<file path="src/rtl/video_pkg.sv">
// rtl/video_pkg.sv - shared 720p timing defaults and signal bundle type for video_sig_gen
package video_pkg;

  localparam int DEF_ACTIVE_H = 1280;
  localparam int DEF_FP_H     = 110;
  localparam int DEF_SYNC_H   = 40;
  localparam int DEF_BP_H     = 220;

  localparam int DEF_ACTIVE_V = 720;
  localparam int DEF_FP_V     = 5;
  localparam int DEF_SYNC_V   = 5;
  localparam int DEF_BP_V     = 20;

  localparam int DEF_TOTAL_H = DEF_ACTIVE_H + DEF_FP_H + DEF_SYNC_H + DEF_BP_H;
  localparam int DEF_TOTAL_V = DEF_ACTIVE_V + DEF_FP_V + DEF_SYNC_V + DEF_BP_V;

  // Timing strobes that travel together through the renderer-alignment delay line.
  typedef struct packed {
    logic hsync;
    logic vsync;
    logic active;
  } vid_sig_t;

endpackage

</file>
<file path="src/rtl/sig_pipe.sv">
// rtl/sig_pipe.sv - fixed-depth shift-register delay line with async active-low reset
module sig_pipe #(
  parameter int WIDTH = 3,
  parameter int DEPTH = 4
) (
  input  logic             clk,
  input  logic             rst_n,
  input  logic [WIDTH-1:0] data_in,
  output logic [WIDTH-1:0] data_out
);

  generate
    if (DEPTH == 0) begin : g_bypass
      // Zero depth is a pure wire so delayed outputs track the source in the same cycle.
      assign data_out = data_in;
    end else begin : g_pipe
      logic [WIDTH-1:0] stage_q [DEPTH];

      // Shift one stage per clock; only reset clears the contents.
      always_ff @(posedge clk or negedge rst_n) begin
        if (!rst_n) begin
          for (int i = 0; i < DEPTH; i++) begin
            stage_q[i] <= '0;
          end
        end else begin
          stage_q[0] <= data_in;
          for (int i = 1; i < DEPTH; i++) begin
            stage_q[i] <= stage_q[i-1];
          end
        end
      end

      assign data_out = stage_q[DEPTH-1];
    end
  endgenerate

endmodule

</file>
<file path="src/rtl/video_sig_gen.sv">
// rtl/video_sig_gen.sv - raster counters, sync/active strobes, frame pulse and renderer-aligned copies
module video_sig_gen
  import video_pkg::*;
#(
  parameter int ACTIVE_H       = DEF_ACTIVE_H,
  parameter int FP_H           = DEF_FP_H,
  parameter int SYNC_H         = DEF_SYNC_H,
  parameter int BP_H           = DEF_BP_H,
  parameter int ACTIVE_V       = DEF_ACTIVE_V,
  parameter int FP_V           = DEF_FP_V,
  parameter int SYNC_V         = DEF_SYNC_V,
  parameter int BP_V           = DEF_BP_V,
  parameter int RENDER_LATENCY = 4
) (
  input  logic                                             clk_pixel_in,
  input  logic                                             rst_n_in,
  output logic [$clog2(ACTIVE_H+FP_H+SYNC_H+BP_H)-1:0]     hcount_out,
  output logic [$clog2(ACTIVE_V+FP_V+SYNC_V+BP_V)-1:0]     vcount_out,
  output logic                                             hsync_out,
  output logic                                             vsync_out,
  output logic                                             active_draw_out,
  output logic                                             hsync_d_out,
  output logic                                             vsync_d_out,
  output logic                                             active_d_out,
  output logic                                             new_frame_out,
  output logic [5:0]                                       frame_count_out
);

  localparam int TOTAL_H = ACTIVE_H + FP_H + SYNC_H + BP_H;
  localparam int TOTAL_V = ACTIVE_V + FP_V + SYNC_V + BP_V;
  localparam int HW      = $clog2(TOTAL_H);
  localparam int VW      = $clog2(TOTAL_V);

  // Inclusive bounds avoid overflowing the counter width when a window ends at the last count.
  localparam logic [HW-1:0] H_LAST       = HW'(TOTAL_H - 1);
  localparam logic [HW-1:0] H_ACT_LAST   = HW'(ACTIVE_H - 1);
  localparam logic [HW-1:0] H_SYNC_FIRST = HW'(ACTIVE_H + FP_H);
  localparam logic [HW-1:0] H_SYNC_LAST  = HW'(ACTIVE_H + FP_H + SYNC_H - 1);
  localparam logic [HW-1:0] H_FRAME_MARK = HW'(ACTIVE_H);

  localparam logic [VW-1:0] V_LAST       = VW'(TOTAL_V - 1);
  localparam logic [VW-1:0] V_ACT_LAST   = VW'(ACTIVE_V - 1);
  localparam logic [VW-1:0] V_SYNC_FIRST = VW'(ACTIVE_V + FP_V);
  localparam logic [VW-1:0] V_SYNC_LAST  = VW'(ACTIVE_V + FP_V + SYNC_V - 1);
  localparam logic [VW-1:0] V_FRAME_MARK = VW'(ACTIVE_V);

  logic [HW-1:0] h_q, h_d;
  logic [VW-1:0] v_q, v_d;
  logic [5:0]    frame_q;
  logic          h_wrap;
  logic          new_frame;
  vid_sig_t      sig_now;
  vid_sig_t      sig_dly;

  // Next raster position: horizontal free-runs, vertical steps only on horizontal wrap.
  always_comb begin
    h_wrap = (h_q == H_LAST);
    h_d    = h_wrap ? '0 : h_q + 1'b1;
    v_d    = v_q;
    if (h_wrap) begin
      v_d = (v_q == V_LAST) ? '0 : v_q + 1'b1;
    end
  end

  // Raster position registers.
  always_ff @(posedge clk_pixel_in or negedge rst_n_in) begin
    if (!rst_n_in) begin
      h_q <= '0;
      v_q <= '0;
    end else begin
      h_q <= h_d;
      v_q <= v_d;
    end
  end

  // Strobes decoded straight from the registered counters so they add no latency.
  always_comb begin
    sig_now.active = (h_q <= H_ACT_LAST) && (v_q <= V_ACT_LAST);
    sig_now.hsync  = (h_q >= H_SYNC_FIRST) && (h_q <= H_SYNC_LAST);
    sig_now.vsync  = (v_q >= V_SYNC_FIRST) && (v_q <= V_SYNC_LAST);
    new_frame      = (h_q == H_FRAME_MARK) && (v_q == V_FRAME_MARK);
  end

  // Frame counter steps on the edge that ends the new-frame cycle; wraps naturally at 64.
  always_ff @(posedge clk_pixel_in or negedge rst_n_in) begin
    if (!rst_n_in) begin
      frame_q <= '0;
    end else if (new_frame) begin
      frame_q <= frame_q + 6'd1;
    end
  end

  sig_pipe #(
    .WIDTH ($bits(vid_sig_t)),
    .DEPTH (RENDER_LATENCY)
  ) u_sig_pipe (
    .clk      (clk_pixel_in),
    .rst_n    (rst_n_in),
    .data_in  (sig_now),
    .data_out (sig_dly)
  );

  assign hcount_out      = h_q;
  assign vcount_out      = v_q;
  assign hsync_out       = sig_now.hsync;
  assign vsync_out       = sig_now.vsync;
  assign active_draw_out = sig_now.active;
  assign new_frame_out   = new_frame;
  assign frame_count_out = frame_q;
  assign hsync_d_out     = sig_dly.hsync;
  assign vsync_d_out     = sig_dly.vsync;
  assign active_d_out    = sig_dly.active;

endmodule
</file>
<file path="config.mk">
export PLATFORM = sky130hd
export DESIGN_NAME = video_sig_gen
export DESIGN_NICKNAME = d
export VERILOG_FILES = /design/src/rtl/video_pkg.sv /design/src/rtl/sig_pipe.sv /design/src/rtl/video_sig_gen.sv
export SDC_FILE = /design/constraint.sdc
export NUM_CORES = 1
export LEC_CHECK = 0
export ABC_AREA = 1
export BUFFER_PORTS_ARGS = -buffer_cell sky130_fd_sc_hd__buf_2
export CAP_MARGIN = 20
export CORE_ASPECT_RATIO = 1.4
export CORE_MARGIN = 5
export CORE_UTILIZATION = 51
export DETAILED_ROUTE_END_ITERATION = 12
export HOLD_SLACK_MARGIN = 0.05
export PLACE_DENSITY = 0.78
export SYNTH_ARGS = -nofsm -noshare
export SYNTH_HDL_FRONTEND = slang
export SYNTH_SLANG_ARGS = --single-unit
export TNS_END_PERCENT = 50
</file>
<file path="constraint.sdc">
create_clock -name clk_pixel_in -period 1.5 [get_ports clk_pixel_in]
set_input_delay 0 -clock clk_pixel_in [delete_from_list [all_inputs] [get_ports clk_pixel_in]]
set_output_delay 0 -clock clk_pixel_in [all_outputs]
set_load 0.05 [all_outputs]
</file>
==> flow_metrics.tcl <==
set metrics [dict create \
    drive_gt1_share_pct 42.20 \
    cts-buffers-inserted 5 \
    timing.rr.end "frame_count_out[0]$_DFFE_PN0P_" \
    synthDistinctLibCells 28 \
    dp_slack_ns -0.007074 \
    cts.sinks 39 \
    drtIter0Drc 164 \
    finish.utilization_pct 72.52 \
    grt_pass1_vias 2055 \
    power.leakage_nw 1.539 \
    slew_headroom_pct 68.73 \
    route.detailed.wl_per_inst_um 13.56 \
    placedCellCount 383 \
    tightest_slew_ns 0.4691 \
    rows 28 \
    rsz0062_at_grt "yes" \
    ios 36 \
    internal_power_mw 1.553 \
    switching_power_uw 399.8 \
    mostFrequentLayoutCell "nand2_1" \
    violations "negative setup slack" \
    antenna_found_initial 0 \
    period_minus_slack_ns 1.665 \
    clockPowerShare_pct 44.8 \
    root_buffer "clkbuf_8" \
    initial_core_util_pct 52.98 \
    area_growth_pct 36.88 \
    syn-num-nets 294 \
    grt.total_usage_pct 19.84 \
    timing.fmax_mhz 600.7 \
    dieWidth_um 66.09 \
    antenna_left 0 \
    reg2reg_from "hcount_out[0]$_DFF_PN0_" \
    status "finished with violations" \
    hold_viol 0 \
    gp_congestion 0.8724 \
    mostFrequentLayoutCells "nand2_1, nor2_1, buf_2" \
    layoutNonFillerInstCount 406 \
    vdd.ir_drop.worst_uv 519.8 \
    power_frac_seq_pct 53.8 \
    grt-ovfl-total 0 \
    maxCapViolCount 0 \
    end_kind "primary output" \
    clock_skew_ns 0.008743 \
    setup_slack_ns -0.1646 \
    worstSetupPathType "reg -> out" \
    routed_wirelength_um 5505 \
    ys_seq_area_share_pct 43.45 \
    path_max_fanout 5 \
    synth_warnings 0 \
    clk_pin_slew_ns 0.08 \
    finalMaxSlewViolations 0 \
    vias_per_cell 5.140 \
    arrival_ns 1.66 \
    synth_seq_cells 39 \
    power_mw 1.953 \
    hp-class "in -> async" \
    hpwl_um 3970 \
    diodes 0 \
    drc_errors 0 \
    die_y_um 88.52 \
    cts.htree.levels 2 \
    required_ns 1.50 \
    pwr-share-comb_pct 1.5 \
    insertion_delay_ns 0.29 \
    nets 355 \
    cts_tree "done" \
    period_share_pct 111.0 \
    rrSetupSlack_ns -0.06 \
    r2r_cells 9 \
    coreArea_um2 4239 \
    setup_viol 11 \
    crit_start "hcount_out[0]$_DFF_PN0_" \
    portBuffers 35 \
    netlist_area_um2 2246 \
    die-area_um2 5850 \
    dr.pass1.iters 4 \
    clockBufferDepth 2 \
    swShare_pct 20.47 \
    synthCells 284 \
    num_vias 2087 \
    avgSynthCellArea_um2 7.908 \
    grt_max_degree 22 \
    startpoint_type "register" \
    p_per_area_nw_per_um2 635.2 \
    grt_pass1_wl_um 9087 \
]
==> area by class of cell <==
cell class / instances / area (um2)
sequential: 39 / 1005
clock inverter: 3 / 43.79
tap: 60 / 75.07
multi-input combinational: 201 / 1301
inverter: 37 / 146.4
clock buffer: 5 / 68.82
timing repair buffer: 61 / 434.2
fill: 306 / 1165
==> synth_stat cells (all sizes together) <==
master   n  area, um2
a21oi    7      35.03
and2     1      6.260
buf      6      42.54
clkbuf   1      5.000
dfrtp   39      975.9
ha       8      100.1
inv     37      138.9
nand2   64      255.3
nand3   33      165.2
nand3b   4      42.54
nand4    6      37.54
nor2    42      187.7
nor3     5      52.55
nor3b    2      15.01
nor4     1      6.260
o21ai   17      85.08
o21bai   1      7.510
xnor2    2      17.52
xor2     8      70.07
==> sequential cells by signal, summed over array words and instances, names as in the netlist <==
signal	cells
vcount_out	10
hcount_out	11
u_sig_pipe.g_pipe.stage_q	9
u_sig_pipe.data_out	3
frame_count_out	6
==> metrics by stage <==
stage	TNS, ns	hold slack [ns]	instance area [um2]
floorplan	-0.2550	-0.2956	2425
global placement	0	-0.02638	2708
detailed placement	-0.01297	-0.02503	2708
CTS	-0.9157	0.2129	2902
global route	-1.690	0.2333	3074
finish	-0.7616	0.2080	3074
==> worst max-delay path by stage <==
stage | to | slack [ns] | cells after the start
finish | hsync_out | -0.16 | 7
global route | hsync_out | -0.21 | 7
global placement | frame_count_out[2]$_DFFE_PN0P_ | 0.05 | 7
floorplan | u_sig_pipe.g_pipe.stage_q[9]$_DFF_PN0_ | -0.08 | 5
CTS | new_frame_out | -0.13 | 5
detailed placement | frame_count_out[4]$_DFFE_PN0P_ | -0.007 | 7
==> timing repair <==
action                                  in CTS  in global routing
resized for setup                           16                 25
cloned                                       0                  0
pin swaps                                    4                 11
endpoints found under the hold margin       39                  0
endpoints found under the setup margin       6                 17
hold buffers                                 1                  0
buffers inserted                             3                 11
==> worst max-delay path: stages, from the launching register on <==
cell	delay, ns
dfrtp_4	0.53
inv_4	0.10
ha_1	0.16
nor2_1	0.06
o21ai_1	0.15
a21oi_2	0.09
nor2_4	0.13
buf_8	0.15
==> kinds of logic (layout without fill, tap and decap cells) <==
logic type	after synthesis	after routing	synth area share (%)
simple gates	158	158	34.21
xor+xnor	10	10	3.900
fa+ha+maj	8	8	4.457
compound gates	25	25	5.682
buf+inv	44	106	8.300
flops	39	39	43.45
==> per-layer routing <==
layer	part of all wire, %	vias up	global-route usage, %
li1	-	1027	-
met1	41	971	24.72
met2	52	79	34.06
met3	5.6	10	3.304
met4	1.6	0	7.763
met5	0	-	0
==> power by group through the flow <==
stage,logic [mW],clock network (mW),registers (mW)
after detailed placement,0.0283,0,1.07
after global placement,0.0278,0,1.07
after floorplan,0.000000735,0,1.07
after global routing,0.0339,0.939,1.05
after CTS,0.0303,0.890,1.05
final,0.0286,0.874,1.05
(Power assumes the default switching activity.)
